File: config.mk
export PLATFORM = sky130hd
export DESIGN_NAME = alu_op_sequencer
export DESIGN_NICKNAME = d
export VERILOG_FILES = /design/src/rtl/alu_op_sequencer.sv
export SDC_FILE = /design/constraint.sdc
export NUM_CORES = 1
export LEC_CHECK = 0
export ABC_AREA = 0
export BUFFER_PORTS_ARGS = -buffer_cell sky130_fd_sc_hd__buf_2
export CAP_MARGIN = 5
export CORE_AREA = 2 2 39 41
export DETAILED_ROUTE_END_ITERATION = 16
export DIE_AREA = 0 0 41 43
export PLACE_DENSITY = 0.69
export REMOVE_ABC_BUFFERS = 1
export SLEW_MARGIN = 40
export SYNTH_ARGS = -nofsm -noshare
export SYNTH_HDL_FRONTEND = slang
export SYNTH_SLANG_ARGS = --single-unit
File: constraint.sdc
create_clock -name clk -period 4.7 [get_ports clk]
set_input_delay 0.47 -clock clk [delete_from_list [all_inputs] [get_ports clk]]
set_output_delay 0.47 -clock clk [all_outputs]
set_load 0.01 [all_outputs]
File: src/rtl/alu_op_sequencer.sv
// Issue-side sequencer for the ALU result mux: accepts a function code, holds the
// select code for the op's duration, then handshakes the result. Option: ALU_SEQ_ILLEGAL_TRAP_EN.
module alu_op_sequencer #(
  parameter int unsigned MUL_LAT = 4
) (
  input  logic       clk,
  input  logic       rst_n,
  input  logic       req_valid,
  output logic       req_ready,
  input  logic [3:0] req_funct,
  output logic [2:0] alu_op,
  output logic       op_busy,
  output logic       rsp_valid,
  input  logic       rsp_ready,
  output logic       illegal
);

  typedef enum logic [1:0] {
    IDLE = 2'd0,
    EXEC = 2'd1,
    RESP = 2'd2
  } state_e;

  localparam logic [3:0] FUNCT_MUL = 4'd2;
  localparam logic [3:0] CNT_INIT  = 4'(MUL_LAT - 1);

  state_e     state_q, state_d;
  logic [3:0] cnt_q, cnt_d;
  logic [2:0] op_q, op_d;
  logic [2:0] op_dec;

  always_comb begin
    op_dec = 3'b011;
    case (req_funct)
      4'd0:    op_dec = 3'b000;
      4'd1:    op_dec = 3'b001;
      4'd2:    op_dec = 3'b010;
      4'd3:    op_dec = 3'b100;
      4'd4:    op_dec = 3'b101;
      4'd5:    op_dec = 3'b110;
      default: op_dec = 3'b011;
    endcase
  end

  always_comb begin
    state_d = state_q;
    cnt_d   = cnt_q;
    op_d    = op_q;
    case (state_q)
      IDLE: begin
        if (req_valid) begin
          op_d = op_dec;
          if (req_funct == FUNCT_MUL) begin
            state_d = EXEC;
            cnt_d   = CNT_INIT;
          end else begin
            state_d = RESP;
          end
        end
      end
      EXEC: begin
        // The counter only moves while non-zero, so it can never wrap.
        if (cnt_q == 4'd0) begin
          state_d = RESP;
        end else begin
          cnt_d = cnt_q - 4'd1;
        end
      end
      RESP: begin
        if (rsp_ready) begin
          state_d = IDLE;
        end
      end
      default: state_d = IDLE;
    endcase
  end

  always_ff @(posedge clk or negedge rst_n) begin
    if (!rst_n) begin
      state_q <= IDLE;
      cnt_q   <= 4'd0;
      op_q    <= 3'b000;
    end else begin
      state_q <= state_d;
      cnt_q   <= cnt_d;
      op_q    <= op_d;
    end
  end

`ifdef ALU_SEQ_ILLEGAL_TRAP_EN
  logic ill_q, ill_d;

  always_comb begin
    ill_d = ill_q;
    if ((state_q == IDLE) && req_valid) begin
      ill_d = (req_funct > 4'd5);
    end else if ((state_q == RESP) && rsp_ready) begin
      ill_d = 1'b0;
    end
  end

  always_ff @(posedge clk or negedge rst_n) begin
    if (!rst_n) begin
      ill_q <= 1'b0;
    end else begin
      ill_q <= ill_d;
    end
  end

  assign illegal = ill_q;
`else
  assign illegal = 1'b0;
`endif

  assign req_ready = (state_q == IDLE);
  assign op_busy   = (state_q != IDLE);
  assign rsp_valid = (state_q == RESP);
  assign alu_op    = op_q;

endmodule
==> flow_metrics.py, run 1 <==
metrics = {
    "synthesis": {
        "synth-main-ff-cell": "dfrtp_1",
        "synthDistinctLibCells": 28,
        "async_flop_share": 1.000,
        "synth-seq-cells": 9,
        "synth.avg_cell_area_um2": 9.477,
        "ys_warn_count": 0,
        "synth_edf_count": 0,
        "synth_cells": 54,
        "yosysSeqAreaShare": 0.4401,
        "netlist_area_um2": 511.7,
    },
    "drt": {
        "wl_met1_um": 461,
        "drt_first_pass_iters": 3,
        "drtAntennaViolNets": 0,
        "via_count": 422,
        "via_per_inst": 4.965,
        "route.met2.wl_um": 492,
        "dr_wl_met3_um": 35,
        "post_drt_wl_per_cell_um": 12.13,
        "highest-signal-layer": "met4",
        "wl_um": 1031,
        "post-route-drc-count": 0,
        "drt_iter0_markers": 6,
    },
    "grt": {
        "grt_pass1_vias": 399,
        "grtUsageTotal": 0.1570,
        "grt_antenna_before_repair": 0,
        "grt_max_degree": 10,
        "grt_overflow_total": 0,
        "grt_pass1_wl_um": 1752,
    },
    "cells_and_area": {
        "final_core_util": 0.4421,
        "nNetsFinal": 79,
        "final_cell_mix": "buf_2, dfrtp_1, o21ai_0",
        "area_delta_synth_final_pct": 19.56,
        "fillers": 144,
        "n_antenna_cell": 0,
        "drive_gt1_frac": 0.2754,
        "layout_commonest_cell": "buf_2",
    },
    "floorplan": {
        "ioPinCount": 15,
        "num_rows": 14,
        "start_util": 0.3698,
        "dieArea_mm2": 0.001763,
        "die_w_um": 41,
        "coreArea_mm2": 0.001384,
        "die_y_um": 43,
    },
    "timing": {
        "fin_setup_tns_ps": 0,
        "fmax_mhz": 590.0,
        "setup_viol": 0,
        "drv_slew": 0,
        "rsz0062_at_grt": "no",
        "hold_viol_final": 0,
        "fin_skew_ps": 3.077,
        "period_needed_ps": 1695,
        "post-route-period-util": 0.3606,
    },
    "cts": {
        "cts_max_level": 1,
        "clock_sinks": 9,
        "ctsResizeCount": 0,
        "cts.path.max_buffers": 2,
        "clock_insertion_delay_worst_skew_ps": 260,
        "cts_setup_buffers": 0,
        "cts_buffers": 3,
        "root_buffer": "clkbuf_4",
        "cts_hold_buf": 0,
        "cts_tree": "yes",
        "clk_pin_slew_worst_paths_ps": 60,
    },
    "worst_setup_path": {
        "worst-setup-path-type": "register to output port",
        "worstSetupEndpointType": "output port",
        "critPathMaxFanout": 8,
        "critPathLaunchType": "register",
        "cp.required_ps": 4230,
        "reg2reg_depth": 5,
        "worstReg2RegEnd": "cnt_q[1]",
        "arrival_ps": 1220,
        "r2r_start": "cnt_q[0]",
        "r2r_slack_ps": 3100,
    },
    "power_and_ir_drop": {
        "ir_worst_vdd_mv": 0.1978,
        "p_leak_nw": 0.2802,
        "power_density_mw_per_mm2": 449.9,
    },
    "place": {
        "dpl.hpwl_um": 797.4,
        "gp_congestion": 0.7211,
        "io_buffer_count": 13,
    },
    "outcome": {
        "outcome": "complete, no violations",
    },
    "flow_run": {
        "max_cap_viol_count": 0,
    },
    "min_path": {
        "hp-class": "primary input to async pin",
    },
}
==> how the worst max path moves through the flow <==
stage / start / endpoint / slack (ps) / cells past startpoint
floorplan: req_funct[0] / cnt_q[1] / 3090 / 3
global placement: req_funct[0] / cnt_q[1] / 2940 / 4
detailed placement: req_funct[0] / cnt_q[1] / 2910 / 4
CTS: state_q[0] / req_ready / 3000 / 3
global route: state_q[0] / req_ready / 2920 / 3
finish: state_q[0] / req_ready / 3010 / 3
==> routing by layer <==
metal,global-route usage,vias to the layer above
met5,0,-
met1,0.2020,193
met4,0.1400,0
li1,-,216
met3,0.03141,4
met2,0.2094,9
==> stage by stage <==
| step | worst slack (ps) | hold WS (ps) | instance area [um2] | power [mW] | instances |
|---|---|---|---|---|---|
| floorplan | 3087 | 174.4 | 500.5 | 0.1806 | 52 |
| global placement | 2938 | 333.6 | 585.6 | 0.2119 | 81 |
| detailed placement | 2914 | 339.7 | 585.6 | 0.2160 | 81 |
| CTS | 2998 | 49.06 | 611.8 | 0.2799 | 85 |
| global route | 2924 | 60.11 | 611.8 | 0.2995 | 85 |
| finish | 3005 | 47.54 | 611.8 | 0.2753 | 85 |
==> cells by family (layout without fill, tap and decap cells) <==
| logic type | count (synthesis) | after routing | share of synthesized area |
|---|---|---|---|
| AND/OR/NAND/NOR | 18 | 18 | 0.2372 |
| AO/OA/AOI/OAI | 15 | 15 | 0.1858 |
| flip-flops | 9 | 9 | 0.4401 |
| buffers and inverters | 8 | 23 | 0.06601 |
| adder cells (fa/ha/maj) | 1 | 1 | 0.02445 |
| other | 1 | 1 | 0.007328 |
| XOR/XNOR | 1 | 1 | 0.01712 |
| multiplexers | 1 | 1 | 0.02200 |
==> cells in the mapped netlist, drive strengths merged, types with 2 or more instances <==
cell type  number  area, um2
nor2b           3      18.77
nor2            3      11.26
a21oi           3      15.01
o21ai           7      35.03
or4b            2      23.77
nand2           2      7.510
dfrtp           9      225.2
inv             6      22.52
==> where the power goes <==
group          switching [mW]  total (mW)  internal, mW
combinational          0.0460      0.0869        0.0409
clock                  0.0290      0.0618        0.0328
sequential             0.0221       0.127         0.104
total                  0.0971       0.275         0.178
==> worst max-delay path, stage by stage (launching register included) <==
cell     delay (ps)
dfrtp_1         440
or2_2           330
inv_1            70
buf_2           120
==> sequential cells by signal, summed over array words and instances (netlist names) <==
| signal | count |
|---|---|
| cnt_q | 4 |
| alu_op | 3 |
| state_q | 2 |
==> cell type report <==
type,instances,area [um2],share of cell area
Clock buffer,4,26.28,0.04294
Inverter,6,22.52,0.03681
Multi-Input combinational cell,37,252.7,0.4131
Sequential cell,9,225.2,0.3681
Tap cell,16,20.02,0.03272
Timing Repair Buffer,13,65.06,0.1063
No activity file was read; power rests on OpenSTA's default activity.
==> inputs of run 2 (changes only) <==
ABC_AREA = 1   (was 0)
CORE_AREA = 2 2 41 43   (was 2 2 39 41)
DIE_AREA = 0 0 43 45   (was 0 0 41 43)
clock period = 1.7 ns   (was 4.7 ns; I/O delays follow)
==> run 2 against run 1 <==
  * Clock skew rose by 4.4 ps
  * Highest routed layer unchanged
  * Routed wire length is 1.7% higher
  * Sequential share of layout area is 4.0 points lower
  * First-iteration DRC count down 33%
  * Critical path depth unchanged
  * Clock power rose to 2.7 times the previous value
  * Non-clock buffer count up 1
  * Die area increased by 9.8%
==> flow_metrics.py, run 2 <==
metrics = {
    "outcome": {
        "outcome": "complete, no violations",
    },
    "cells_and_area": {
        "final_core_util": 0.4668,
        "drive_gt1_frac": 0.2449,
        "top_register": "cnt_q",
        "final_cell_mix": "nand2_1, buf_2, inv_1",
        "largest_reg_flops": 4,
        "stdcell_area_um2": 686.9,
        "area_delta_synth_final_pct": 19.87,
        "n_antenna_cell": 0,
        "layout_commonest_cell": "nand2_1",
        "nNetsFinal": 108,
    },
    "cts": {
        "cts.path.max_buffers": 2,
        "cts_max_level": 1,
        "cts_tree": "yes",
        "cts_setup_buffers": 0,
        "root_buffer": "clkbuf_4",
        "cts_buffers": 3,
        "clk_pin_slew_worst_paths_ps": 70,
        "clock_insertion_delay_worst_skew_ps": 260,
        "clock_sinks": 9,
    },
    "grt": {
        "grt_pass1_vias": 476,
        "grt_overflow_total": 0,
        "grt_antenna_before_repair": 0,
        "grt_max_degree": 10,
        "grt_pass1_wl_um": 1828,
        "grtUsageTotal": 0.1273,
    },
    "worst_setup_path": {
        "path_buf_inv": 2,
        "arrival_ps": 1080,
        "cp.required_ps": 1530,
        "worstSetupEndpointType": "output port",
        "path_cells": "nor2_2, inv_1, buf_2",
        "critPathMaxFanout": 5,
        "path_delay_family": "flip-flops",
        "critPathLaunchType": "register",
        "crit_path_max_incr_delay_ps": 440,
        "crit_slowest_cell": "dfrtp_1",
        "worst-setup-path-type": "register to output port",
    },
    "power_and_ir_drop": {
        "internal_power_mw": 0.4392,
        "p_sw_frac": 0.3629,
        "ir_worst_vdd_mv": 0.4180,
        "power_density_mw_per_mm2": 1003,
        "power_switching_mw": 0.2501,
        "clkPwrFrac": 0.239,
        "p_seq_frac": 0.416,
        "p_comb_frac": 0.345,
        "p_leak_nw": 0.3766,
    },
    "synthesis": {
        "synth-seq-cells": 9,
        "synth.avg_cell_area_um2": 7.075,
        "synth_area_leaders": "dfrtp_1, nand2_1, inv_1",
        "async_flop_share": 1.000,
        "yosysMostFrequentCell": "nand2_1",
        "synth-main-ff-cell": "dfrtp_1",
        "ys_warn_count": 0,
        "yosysSeqAreaShare": 0.3930,
        "synth_top_area_share": 0.3930,
        "synth_edf_count": 0,
        "synthTopCellsByCount": "nand2_1, inv_1, dfrtp_1, nor2_1",
        "synth_cells": 81,
        "netlist_area_um2": 573.1,
        "synth_top_area_cell": "dfrtp_1",
        "synthDistinctLibCells": 18,
    },
    "floorplan": {
        "num_rows": 14,
        "die_w_um": 43,
        "start_util": 0.3895,
        "die_y_um": 45,
        "dieArea_mm2": 0.001935,
        "ioPinCount": 15,
        "coreArea_mm2": 0.001471,
    },
    "timing": {
        "fin_setup_tns_ps": 0,
        "setup_viol": 0,
        "fmax_mhz": 800.3,
        "setup_ws_ps": 450.5,
        "fin_skew_ps": 7.442,
        "hold_viol_final": 0,
        "period_needed_ps": 1249,
        "whs_ps": 150.9,
        "rsz0062_at_grt": "no",
        "post-route-period-util": 0.7350,
        "drv_slew": 0,
    },
    "drt": {
        "drt_iter0_markers": 4,
        "wl_um": 1049,
        "via_per_inst": 4.649,
        "post-route-drc-count": 0,
        "via_count": 530,
        "drtAntennaViolNets": 0,
        "drt_first_pass_iters": 4,
        "post_drt_wl_per_cell_um": 9.202,
    },
    "place": {
        "place_ws_ps": 510.9,
        "io_buffer_count": 13,
        "gp_congestion": 0.8021,
        "placed_area_um2": 650.6,
        "dpl.hpwl_um": 873.2,
    },
    "min_path": {
        "hp-class": "primary input to register",
    },
    "flow_run": {
        "max_cap_viol_count": 0,
    },
}
-- run 2: changes by cell type in the layout (fill, tap and decap cells not counted), moves of 2 or more --
cell,before,now
nor2_1,3,9
inv_1,6,11
nor2b_1,3,0
nand2_4,0,3
o21ai_0,7,2
nand3_1,0,5
nand2_1,2,26
nor2_2,0,2
a21oi_1,3,5
-- run 2: kinds of logic (layout without fill, tap and decap cells) --
group / after synthesis / after routing / share of synthesized area
other: 1 / 1 / 0.006544
XOR/XNOR: 1 / 1 / 0.01529
adder cells (fa/ha/maj): 1 / 1 / 0.02183
AO/OA/AOI/OAI: 9 / 9 / 0.08734
buffers and inverters: 13 / 30 / 0.09170
AND/OR/NAND/NOR: 47 / 47 / 0.3843
flip-flops: 9 / 9 / 0.3930
-- run 2: final cells by class --
class	count	area, um2
clock buffer	4	26.28
fill	159	784.5
inverter	12	45.04
multi-input combinational	59	295.3
sequential	9	225.2
tap	16	20.02
timing repair buffer	14	75.07
-- run 2: worst register-to-register path: cells and delay by family, from the launching register on --
family	cells	cell delay [ps]
and+or+nand+nor	6	410
adders and majority gates	1	230
DFF	1	360
buffers and inverters	1	80
-- run 2: what timing repair did --
item,in CTS,in global routing
gates resized for setup,0,0
hold buffers,1,0
hold endpoints to repair,9,0
-- run 2: through the flow --
stage / std cells / power [mW]
after detailed placement: 109 / 0.5285
after global routing: 114 / 0.7407
after CTS: 114 / 0.6971
after global placement: 109 / 0.5242
after floorplan: 80 / 0.4583
final: 114 / 0.6893
-- run 2: worst paths after layout --
| path | slack (ps) | depth (start not counted) | endpoint | start |
|---|---|---|---|---|
| min reg2reg | 500 | 2 | alu_op[2] | alu_op[2] |
| max | 450 | 3 | op_busy | state_q[0] |
| max reg2reg | 500 | 8 | cnt_q[3] | cnt_q[0] |
| min in group asynchronous | 290 | 2 | alu_op[2] | rst_n |
| min | 150 | 4 | state_q[1] | rsp_ready |
| max in group asynchronous | 1230 | 2 | cnt_q[0] | rst_n |
-- run 2: metal layers --
| layer | track usage | vias up | routed length, um |
|---|---|---|---|
| li1 | - | 280 | - |
| met1 | 0.1608 | 239 | 511 |
| met2 | 0.2061 | 9 | 491 |
| met3 | 0.02400 | 2 | 36 |
| met4 | 0.07273 | 0 | 10 |
| met5 | 0 | - | 0 |
-- run 2: power by group through the flow --
stage	clock network (mW)	registers (mW)	logic (mW)
floorplan	0	0.293	0.165
global placement	0	0.289	0.235
detailed placement	0	0.290	0.239
CTS	0.170	0.286	0.241
global route	0.174	0.294	0.273
finish	0.165	0.286	0.238
